$ cat config.mk
export PLATFORM = sky130hd
export DESIGN_NAME = bt_gate_motor_ctrl
export DESIGN_NICKNAME = d
export VERILOG_FILES = /design/src/rtl/bt_ctrl_pkg.sv /design/src/rtl/limit_sync.sv /design/src/rtl/bt_gate_motor_ctrl.sv
export SDC_FILE = /design/constraint.sdc
export NUM_CORES = 1
export LEC_CHECK = 0
export ABC_AREA = 0
export BUFFER_PORTS_ARGS = -buffer_cell sky130_fd_sc_hd__buf_2
export CORE_MARGIN = 2
export CORE_UTILIZATION = 52
export DETAILED_ROUTE_END_ITERATION = 10
export GPL_TIMING_DRIVEN = 0
export PLACE_DENSITY = 0.75
export SETUP_SLACK_MARGIN = 0.3
export SLEW_MARGIN = 25
export SYNTH_ARGS = -nofsm -noshare
export SYNTH_HDL_FRONTEND = slang
export SYNTH_SLANG_ARGS = --single-unit
$ cat constraint.sdc
create_clock -name Clk -period 2.65 [get_ports Clk]
set_input_delay 0.265 -clock Clk [delete_from_list [all_inputs] [get_ports Clk]]
set_output_delay 0.265 -clock Clk [all_outputs]
set_load 0.005 [all_outputs]
$ cat src/rtl/bt_ctrl_pkg.sv
// Shared definitions for the gate motor controller: FSM state codes, command bytes
// and status characters.
package bt_ctrl_pkg;

    typedef enum logic [2:0] {
        ST_IDLE     = 3'd0,
        ST_OPENING  = 3'd1,
        ST_CLOSING  = 3'd2,
        ST_DEADTIME = 3'd3,
        ST_FAULT    = 3'd4
    } state_t;

    localparam logic [7:0] CMD_OPEN  = 8'h4F;
    localparam logic [7:0] CMD_CLOSE = 8'h43;
    localparam logic [7:0] CMD_STOP  = 8'h53;
    localparam logic [7:0] CMD_RESET = 8'h52;

    localparam logic [7:0] STAT_IDLE  = 8'h69;
    localparam logic [7:0] STAT_OPEN  = 8'h6F;
    localparam logic [7:0] STAT_CLOSE = 8'h63;
    localparam logic [7:0] STAT_DEAD  = 8'h64;
    localparam logic [7:0] STAT_FAULT = 8'h66;

    function automatic logic [7:0] status_char(input state_t s);
        case (s)
            ST_OPENING:  status_char = STAT_OPEN;
            ST_CLOSING:  status_char = STAT_CLOSE;
            ST_DEADTIME: status_char = STAT_DEAD;
            ST_FAULT:    status_char = STAT_FAULT;
            default:     status_char = STAT_IDLE;
        endcase
    endfunction

endpackage

$ cat src/rtl/limit_sync.sv
// Two-flop synchronizer for an asynchronous limit-switch input.
module limit_sync (
    input  logic i_clk,
    input  logic i_rst_n,
    input  logic i_async,
    output logic o_sync
);

    logic r_meta;
    logic r_sync;

    always_ff @(posedge i_clk or negedge i_rst_n) begin
        if (!i_rst_n) begin
            r_meta <= 1'b0;
            r_sync <= 1'b0;
        end else begin
            r_meta <= i_async;
            r_sync <= r_meta;
        end
    end

    assign o_sync = r_sync;

endmodule

$ cat src/rtl/bt_gate_motor_ctrl.sv
// UART command decoder and gate motor sequencer with limits, dead time and run timeout.
// Optional status echo to the UART transmitter when STATUS_ECHO_EN is defined.
module bt_gate_motor_ctrl
    import bt_ctrl_pkg::*;
#(
    parameter int TIMEOUT_CYCLES  = 500_000_000,
    parameter int DEADTIME_CYCLES = 5_000_000,
    parameter int CNT_W           = 29
) (
    input  logic       Clk,
    input  logic       Rst_n,
    input  logic [7:0] RxData,
    input  logic       RxDone,
    input  logic       finalcarrera1,
    input  logic       finalcarrera2,
    output logic       motor1,
    output logic       motor2,
    output logic [2:0] State,
    output logic       Fault,
    output logic [7:0] TxData,
    output logic       TxStart,
    input  logic       TxDone
);

    logic w_lim_open;
    logic w_lim_closed;

    limit_sync u_sync_open (
        .i_clk   (Clk),
        .i_rst_n (Rst_n),
        .i_async (finalcarrera1),
        .o_sync  (w_lim_open)
    );

    limit_sync u_sync_closed (
        .i_clk   (Clk),
        .i_rst_n (Rst_n),
        .i_async (finalcarrera2),
        .o_sync  (w_lim_closed)
    );

    logic [7:0] r_cmd;
    logic       r_cmd_vld;

    always_ff @(posedge Clk or negedge Rst_n) begin
        if (!Rst_n) begin
            r_cmd     <= 8'h00;
            r_cmd_vld <= 1'b0;
        end else begin
            r_cmd_vld <= RxDone;
            if (RxDone) r_cmd <= RxData;
        end
    end

    state_t         r_state, w_next;
    state_t         r_pend, w_pend_next;
    logic [CNT_W-1:0] r_cnt;
    logic           w_cmd_open, w_cmd_close, w_cmd_stop, w_cmd_reset;
    logic           w_both_lim, w_timeout, w_dead_done;

    assign w_cmd_open  = r_cmd_vld && (r_cmd == CMD_OPEN);
    assign w_cmd_close = r_cmd_vld && (r_cmd == CMD_CLOSE);
    assign w_cmd_stop  = r_cmd_vld && (r_cmd == CMD_STOP);
    assign w_cmd_reset = r_cmd_vld && (r_cmd == CMD_RESET);
    assign w_both_lim  = w_lim_open && w_lim_closed;
    assign w_timeout   = (r_cnt == CNT_W'(TIMEOUT_CYCLES - 1));
    assign w_dead_done = (r_cnt == CNT_W'(DEADTIME_CYCLES - 1));

    // Priority: double limit, then target limit, then timer expiry, then commands.
    always_comb begin
        w_next      = r_state;
        w_pend_next = r_pend;
        if (r_state != ST_FAULT && w_both_lim) begin
            w_next = ST_FAULT;
        end else begin
            case (r_state)
                ST_IDLE: begin
                    if (w_cmd_open && !w_lim_open)
                        w_next = ST_OPENING;
                    else if (w_cmd_close && !w_lim_closed)
                        w_next = ST_CLOSING;
                end
                ST_OPENING: begin
                    if (w_lim_open)       w_next = ST_IDLE;
                    else if (w_timeout)   w_next = ST_FAULT;
                    else if (w_cmd_stop)  w_next = ST_IDLE;
                    else if (w_cmd_close) begin
                        w_next      = ST_DEADTIME;
                        w_pend_next = ST_CLOSING;
                    end
                end
                ST_CLOSING: begin
                    if (w_lim_closed)     w_next = ST_IDLE;
                    else if (w_timeout)   w_next = ST_FAULT;
                    else if (w_cmd_stop)  w_next = ST_IDLE;
                    else if (w_cmd_open) begin
                        w_next      = ST_DEADTIME;
                        w_pend_next = ST_OPENING;
                    end
                end
                ST_DEADTIME: begin
                    if (w_dead_done) begin
                        if (r_pend == ST_OPENING)
                            w_next = w_lim_open ? ST_IDLE : ST_OPENING;
                        else
                            w_next = w_lim_closed ? ST_IDLE : ST_CLOSING;
                    end else if (w_cmd_stop) begin
                        w_next = ST_IDLE;
                    end else if (w_cmd_open) begin
                        w_pend_next = ST_OPENING;
                    end else if (w_cmd_close) begin
                        w_pend_next = ST_CLOSING;
                    end
                end
                ST_FAULT: begin
                    if (w_cmd_reset && !w_both_lim) w_next = ST_IDLE;
                end
                default: w_next = ST_IDLE;
            endcase
        end
    end

    always_ff @(posedge Clk or negedge Rst_n) begin
        if (!Rst_n) begin
            r_state <= ST_IDLE;
            r_pend  <= ST_IDLE;
        end else begin
            r_state <= w_next;
            r_pend  <= w_pend_next;
        end
    end

    // One counter serves both the run timeout and the reversal dead time.
    always_ff @(posedge Clk or negedge Rst_n) begin
        if (!Rst_n)
            r_cnt <= '0;
        else if (w_next != r_state)
            r_cnt <= '0;
        else if (r_state == ST_OPENING || r_state == ST_CLOSING || r_state == ST_DEADTIME)
            r_cnt <= r_cnt + CNT_W'(1);
        else
            r_cnt <= '0;
    end

    assign motor1 = (r_state == ST_OPENING);
    assign motor2 = (r_state == ST_CLOSING);
    assign State  = r_state;
    assign Fault  = (r_state == ST_FAULT);

`ifdef STATUS_ECHO_EN
    logic       r_tx_pend;
    logic [7:0] r_tx_pend_chr;
    logic [7:0] r_tx_data;
    logic       r_tx_busy;
    logic       r_tx_start;

    // A state change loaded in the same cycle as a launch stays pending: latest status wins.
    always_ff @(posedge Clk or negedge Rst_n) begin
        if (!Rst_n) begin
            r_tx_pend     <= 1'b0;
            r_tx_pend_chr <= 8'h00;
            r_tx_data     <= 8'h00;
            r_tx_busy     <= 1'b0;
            r_tx_start    <= 1'b0;
        end else begin
            r_tx_start <= 1'b0;
            if (TxDone) r_tx_busy <= 1'b0;
            if (r_tx_pend && !r_tx_busy) begin
                r_tx_start <= 1'b1;
                r_tx_busy  <= 1'b1;
                r_tx_data  <= r_tx_pend_chr;
                r_tx_pend  <= 1'b0;
            end
            if (w_next != r_state) begin
                r_tx_pend     <= 1'b1;
                r_tx_pend_chr <= status_char(w_next);
            end
        end
    end

    assign TxData  = r_tx_data;
    assign TxStart = r_tx_start;
`else
    logic w_unused_txdone;
    assign w_unused_txdone = TxDone;
    assign TxData  = 8'h00;
    assign TxStart = 1'b0;
`endif

endmodule
==> report_table.html <==
<table>
<tr><th>Metric</th><th>Value</th></tr>
<tr><th colspan="2">Run status</th></tr>
<tr><td>Result of the run</td><td>completed</td></tr>
<tr><th colspan="2">Critical path</th></tr>
<tr><td>Worst setup path class</td><td>flop to flop</td></tr>
<tr><td>Origin of the critical flop-to-flop path</td><td>r_cnt[0]</td></tr>
<tr><td>Largest fanout on the critical path</td><td>7</td></tr>
<tr><td>Critical Path RT</td><td>2.85 ns</td></tr>
<tr><td>Timing startpoint of the critical path</td><td>r_cnt[0]</td></tr>
<tr><td>Sort of element at the start of the critical path</td><td>flop</td></tr>
<tr><td>Depth of the most critical reg-to-reg path</td><td>9</td></tr>
<tr><td>Arrival time at the worst endpoint</td><td>2.76 ns</td></tr>
<tr><td>Critical path capture point type</td><td>flop</td></tr>
<tr><th colspan="2">Die</th></tr>
<tr><td>Horizontal die dimension</td><td>73.7 um</td></tr>
<tr><td>Starting utilization of the core area</td><td>53.9%</td></tr>
<tr><td>I/O pin total</td><td>29</td></tr>
<tr><td>Floorplan core area</td><td>0.00469 mm^2</td></tr>
<tr><td>Number of cell rows</td><td>25</td></tr>
<tr><td>Total Die Area</td><td>0.00543 mm^2</td></tr>
<tr><td>Die Ht</td><td>73.7 um</td></tr>
<tr><th colspan="2">Yosys</th></tr>
<tr><td>Post-Synthesis Mean Instance Area</td><td>9.61 um^2</td></tr>
<tr><td>Cell types occupying the most area after synthesis</td><td>sky130_fd_sc_hd__dfrtp_1 (48%), sky130_fd_sc_hd__nor2_1 (6.2%), sky130_fd_sc_hd__xor2_1 (4.9%), sky130_fd_sc_hd__xnor2_1 (4.5%), sky130_fd_sc_hd__mux2_2 (3.6%)</td></tr>
<tr><td>Yosys reg bits</td><td>48</td></tr>
<tr><td>Cell variety after synth</td><td>44</td></tr>
<tr><td>Post-synth top area share</td><td>47.5%</td></tr>
<tr><td>Number of flops mapped to enable cells by yosys</td><td>0</td></tr>
<tr><td>Dominant cell type by area after synthesis</td><td>sky130_fd_sc_hd__dfrtp_1</td></tr>
<tr><td>Number of synthesis warnings</td><td>0</td></tr>
<tr><td>Syn Inst Count</td><td>263</td></tr>
<tr><td>Synthesized area</td><td>0.00253 mm^2</td></tr>
<tr><td>Top flip-flop cell by instance count after synthesis</td><td>sky130_fd_sc_hd__dfrtp_1</td></tr>
<tr><td>Ys async rst share</td><td>100%</td></tr>
<tr><td>Proportion of synthesized chip area in sequential cells</td><td>47.5%</td></tr>
<tr><th colspan="2">Global route</th></tr>
<tr><td>Number of antenna violations at the first check in global routing</td><td>0</td></tr>
<tr><td>Maximum number of pins on one net before global-route repair</td><td>49</td></tr>
<tr><td>Aggregate global-route resource usage</td><td>20.0%</td></tr>
<tr><td>Vias in the first global route</td><td>1847</td></tr>
<tr><td>Global-route wire length before repair</td><td>8.40 mm</td></tr>
<tr><td>Overflow after GRT</td><td>0</td></tr>
<tr><th colspan="2">Placement</th></tr>
<tr><td>Routability congestion estimate from global placement</td><td>0.811</td></tr>
<tr><td>HPWL after DPL</td><td>3.45 mm</td></tr>
<tr><td>Number of buffers added on ports</td><td>18</td></tr>
<tr><td>Number of placed cells counting well taps</td><td>343</td></tr>
<tr><th colspan="2">Power and ir drop</th></tr>
<tr><td>Power per standard cell area</td><td>428 mW/mm^2</td></tr>
<tr><td>Clk pwr share</td><td>35.7%</td></tr>
<tr><td>Share of total power consumed by net switching</td><td>24.2%</td></tr>
<tr><td>Internal cell power</td><td>0.976 mW</td></tr>
<tr><td>Net load switching power</td><td>0.311 mW</td></tr>
<tr><td>Combinational group share of total power</td><td>5.0%</td></tr>
<tr><td>Part of the total power dissipated in sequential elements</td><td>59.3%</td></tr>
<tr><td>LEAKAGE</td><td>1.25 nW</td></tr>
<tr><td>Max VDD drop</td><td>0.310 mV</td></tr>
<tr><th colspan="2">Timing</th></tr>
<tr><td>Hold violation count in the final report</td><td>0</td></tr>
<tr><td>Fmax</td><td>391 MHz</td></tr>
<tr><td>Post-route minimum period</td><td>2.56 ns</td></tr>
<tr><td>Slew at the pin closest to its max-slew limit</td><td>0.584 ns</td></tr>
<tr><td>Slew margin rel.</td><td>61.1%</td></tr>
<tr><td>RSZ-0062 raised after global routing</td><td>yes</td></tr>
<tr><td>Total setup violations reported at the end of the flow</td><td>0</td></tr>
<tr><td>Post-Route Skew</td><td>0.00594 ns</td></tr>
<tr><td>Portion of the clock cycle consumed by the worst path in the final layout</td><td>96.4%</td></tr>
<tr><td>Number of pins with negative max-slew slack in the final report</td><td>0</td></tr>
<tr><td>Setup TNS</td><td>0 ns</td></tr>
<tr><th colspan="2">Detailed routing</th></tr>
<tr><td>Average detailed-routed wire length per instance</td><td>13.7 um</td></tr>
<tr><td>Residual DRC</td><td>0</td></tr>
<tr><td>DR iter-0 viols</td><td>104</td></tr>
<tr><td>Routed Antenna Nets</td><td>0</td></tr>
<tr><td>Detailed-route via count</td><td>1992</td></tr>
<tr><td>Number of vias per cell</td><td>5.49</td></tr>
<tr><td>1st-pass router iterations</td><td>4</td></tr>
<tr><td>Total Wirelength</td><td>4.98 mm</td></tr>
<tr><th colspan="2">CTS</th></tr>
<tr><td>Clock tree from TritonCTS</td><td>yes</td></tr>
<tr><td>Number of sinks driven by the clock tree</td><td>48</td></tr>
<tr><td>Maximum count of clock buffers along a single path</td><td>2</td></tr>
<tr><td>Cts bufs inserted</td><td>5</td></tr>
<tr><td>Cell at the root of the clock tree</td><td>sky130_fd_sc_hd__clkbuf_8</td></tr>
<tr><td>Clock input transition at the sequential cells of the worst setup and hold paths</td><td>0.09 ns</td></tr>
<tr><td>Clock Latency Late Sink</td><td>0.31 ns</td></tr>
<tr><td>H-tree level count</td><td>2</td></tr>
<tr><th colspan="2">Final layout</th></tr>
<tr><td>Combined flip-flop and latch cell area</td><td>0.00120 mm^2</td></tr>
<tr><td>Area added between synthesis and finish</td><td>19.0%</td></tr>
<tr><td>Final Instance Count excl. Fillers</td><td>363</td></tr>
<tr><td>Number of nets in the layout</td><td>323</td></tr>
<tr><td>Fraction of layout instances using a drive strength above 1</td><td>25.6%</td></tr>
<tr><td>Fillers</td><td>403</td></tr>
<tr><td>Inserted Diodes</td><td>0</td></tr>
<tr><td>Multi-input combinational cell area</td><td>0.00131 mm^2</td></tr>
<tr><th colspan="2">Worst hold path</th></tr>
<tr><td>Min-Delay Path Class</td><td>input pin to flop</td></tr>
<tr><td>Worst hold start</td><td>finalcarrera1</td></tr>
<tr><td>Cell depth of the worst min-delay path</td><td>1</td></tr>
<tr><th colspan="2">Job</th></tr>
<tr><td>Count of maximum capacitance violations</td><td>0</td></tr>
</table>
[layout by cell type, fill, tap and decap left out, types with 3 or more instances in the layout]
cell type	n
sky130_fd_sc_hd__clkbuf_8	5
sky130_fd_sc_hd__nand3_1	12
sky130_fd_sc_hd__nand4_1	6
sky130_fd_sc_hd__xor2_1	14
sky130_fd_sc_hd__buf_4	20
sky130_fd_sc_hd__mux2_2	8
sky130_fd_sc_hd__nor2_1	32
sky130_fd_sc_hd__nor3_1	8
sky130_fd_sc_hd__inv_1	7
sky130_fd_sc_hd__and4_1	5
sky130_fd_sc_hd__dfrtp_1	48
sky130_fd_sc_hd__nand2_1	20
sky130_fd_sc_hd__nor2b_1	3
sky130_fd_sc_hd__o21ai_0	6
sky130_fd_sc_hd__xnor2_1	13
sky130_fd_sc_hd__and2_1	4
sky130_fd_sc_hd__clkbuf_1	5
sky130_fd_sc_hd__buf_2	18
sky130_fd_sc_hd__conb_1	9
sky130_fd_sc_hd__nor2_2	10
sky130_fd_sc_hd__and3_1	6
sky130_fd_sc_hd__buf_6	3
[flip-flops by register name, summed over array words and instances, names as in the netlist]
name	cells
r_cnt	29
r_cmd	8
State	3
r_pend	3
r_cmd_vld	1
u_sync_closed.o_sync	1
u_sync_closed.r_meta	1
u_sync_open.o_sync	1
u_sync_open.r_meta	1
[area by class of cell]
cell class,count,area share [%]
Clock buffer,5,2.29
Buffer,17,3.66
Timing Repair Buffer,30,6.41
Clock inverter,3,0.874
Inverter,7,0.874
Multi-Input combinational cell,199,43.7
Sequential cell,48,40.0
Tap cell,54,2.25
[through the flow]
stage | hold slack (ns) | total power [mW] | cell area (um^2) | setup slack (ns) | utilization (%)
final | 0.0572 | 1.29 | 3010 | 0.0950 | 64.1
after global routing | 0.0369 | 1.34 | 3010 | -0.0443 | 64.1
after CTS | 0.0444 | 1.30 | 2950 | 0.0249 | 62.8
after detailed placement | 0.316 | 0.842 | 2730 | -0.0614 | 58.3
after global placement | 0.335 | 0.838 | 2730 | -0.0449 | 58.2
after floorplan | -0.0306 | 0.809 | 2570 | 0.204 | -
[path summary, 6_finish.rpt]
| check | slack [ns] | end |
|---|---|---|
| worst max-delay path | 0.09 | r_cnt[23] |
| worst min-delay path | 0.06 | u_sync_open.r_meta |
| worst max register to register | 0.09 | r_cnt[23] |
| worst min register to register | 0.36 | u_sync_closed.o_sync |
| max in group asynchronous | 1.76 | r_cmd[0] |
| min in group asynchronous | 0.49 | r_cnt[15] |
[cells by family (layout without fill, tap and decap cells)]
kind of cell               count (synthesis)  count (layout)  synth area share [%]
DFF                                       48              48                  47.5
AOI/OAI and AO/OA                         23              23                  5.99
other                                      1               9                 0.148
and+or+nand+nor                          130             130                  27.1
xor gates and xnor gates                  27              27                  9.36
adders and majority gates                  1               1                 0.495
buffers and inverters                     24              62                  5.40
muxes                                      9               9                  3.96
[what timing repair did]
item	in CTS	in global routing
pin swaps	12	5
gates resized for setup	10	13
endpoints found under the hold margin	48	0
setup endpoints to repair	30	32
buffers inserted	7	3
gates cloned	1	0
hold buffers	1	0
[worst max-delay path: stages (launching register included)]
cell	delay [ns]
sky130_fd_sc_hd__dfrtp_1	0.44
sky130_fd_sc_hd__ha_1	0.29
sky130_fd_sc_hd__and4_1	0.29
sky130_fd_sc_hd__a31oi_4	0.32
sky130_fd_sc_hd__a31oi_1	0.13
sky130_fd_sc_hd__o41a_1	0.43
sky130_fd_sc_hd__mux2i_1	0.17
sky130_fd_sc_hd__buf_4	0.20
sky130_fd_sc_hd__buf_6	0.14
sky130_fd_sc_hd__nor2_2	0.03
[cell usage after synthesis, types with 2 or more instances]
cell,n
sky130_fd_sc_hd__and4_1,5
sky130_fd_sc_hd__nor4bb_1,2
sky130_fd_sc_hd__nand4b_1,2
sky130_fd_sc_hd__buf_4,10
sky130_fd_sc_hd__mux2_2,8
sky130_fd_sc_hd__nand2_1,20
sky130_fd_sc_hd__dfrtp_1,48
sky130_fd_sc_hd__or4_1,2
sky130_fd_sc_hd__nor4b_1,2
sky130_fd_sc_hd__nor3_1,10
sky130_fd_sc_hd__a21oi_1,3
sky130_fd_sc_hd__inv_1,7
sky130_fd_sc_hd__nand3_1,12
sky130_fd_sc_hd__clkbuf_1,5
sky130_fd_sc_hd__a21o_1,2
sky130_fd_sc_hd__nor2b_1,3
sky130_fd_sc_hd__nor4_1,3
sky130_fd_sc_hd__or3_1,2
sky130_fd_sc_hd__nor3b_1,2
sky130_fd_sc_hd__nand4_1,6
sky130_fd_sc_hd__o211ai_1,2
sky130_fd_sc_hd__xor2_1,14
sky130_fd_sc_hd__xnor2_1,13
sky130_fd_sc_hd__and2_1,5
sky130_fd_sc_hd__a31oi_1,3
sky130_fd_sc_hd__o21ai_0,6
sky130_fd_sc_hd__and3_1,7
sky130_fd_sc_hd__nand2b_1,2
sky130_fd_sc_hd__nor2_1,42
[power groups by stage]
stage / registers (mW) / logic [mW] / clock network, mW
floorplan: 0.773 / 0.0362 / 0
global placement: 0.777 / 0.0610 / 0
detailed placement: 0.778 / 0.0638 / 0
CTS: 0.763 / 0.0652 / 0.476
global route: 0.767 / 0.0730 / 0.502
finish: 0.764 / 0.0642 / 0.459
[layer usage]
| metal | vias to the layer above | global-route usage [%] | wire length [um] |
|---|---|---|---|
| met5 | - | 0 | 0 |
| met4 | 0 | 6.87 | 76 |
| met3 | 9 | 4.12 | 248 |
| met2 | 62 | 32.1 | 2370 |
| met1 | 937 | 26.9 | 2280 |
| li1 | 984 | - | - |
(Power assumes the default switching activity.)
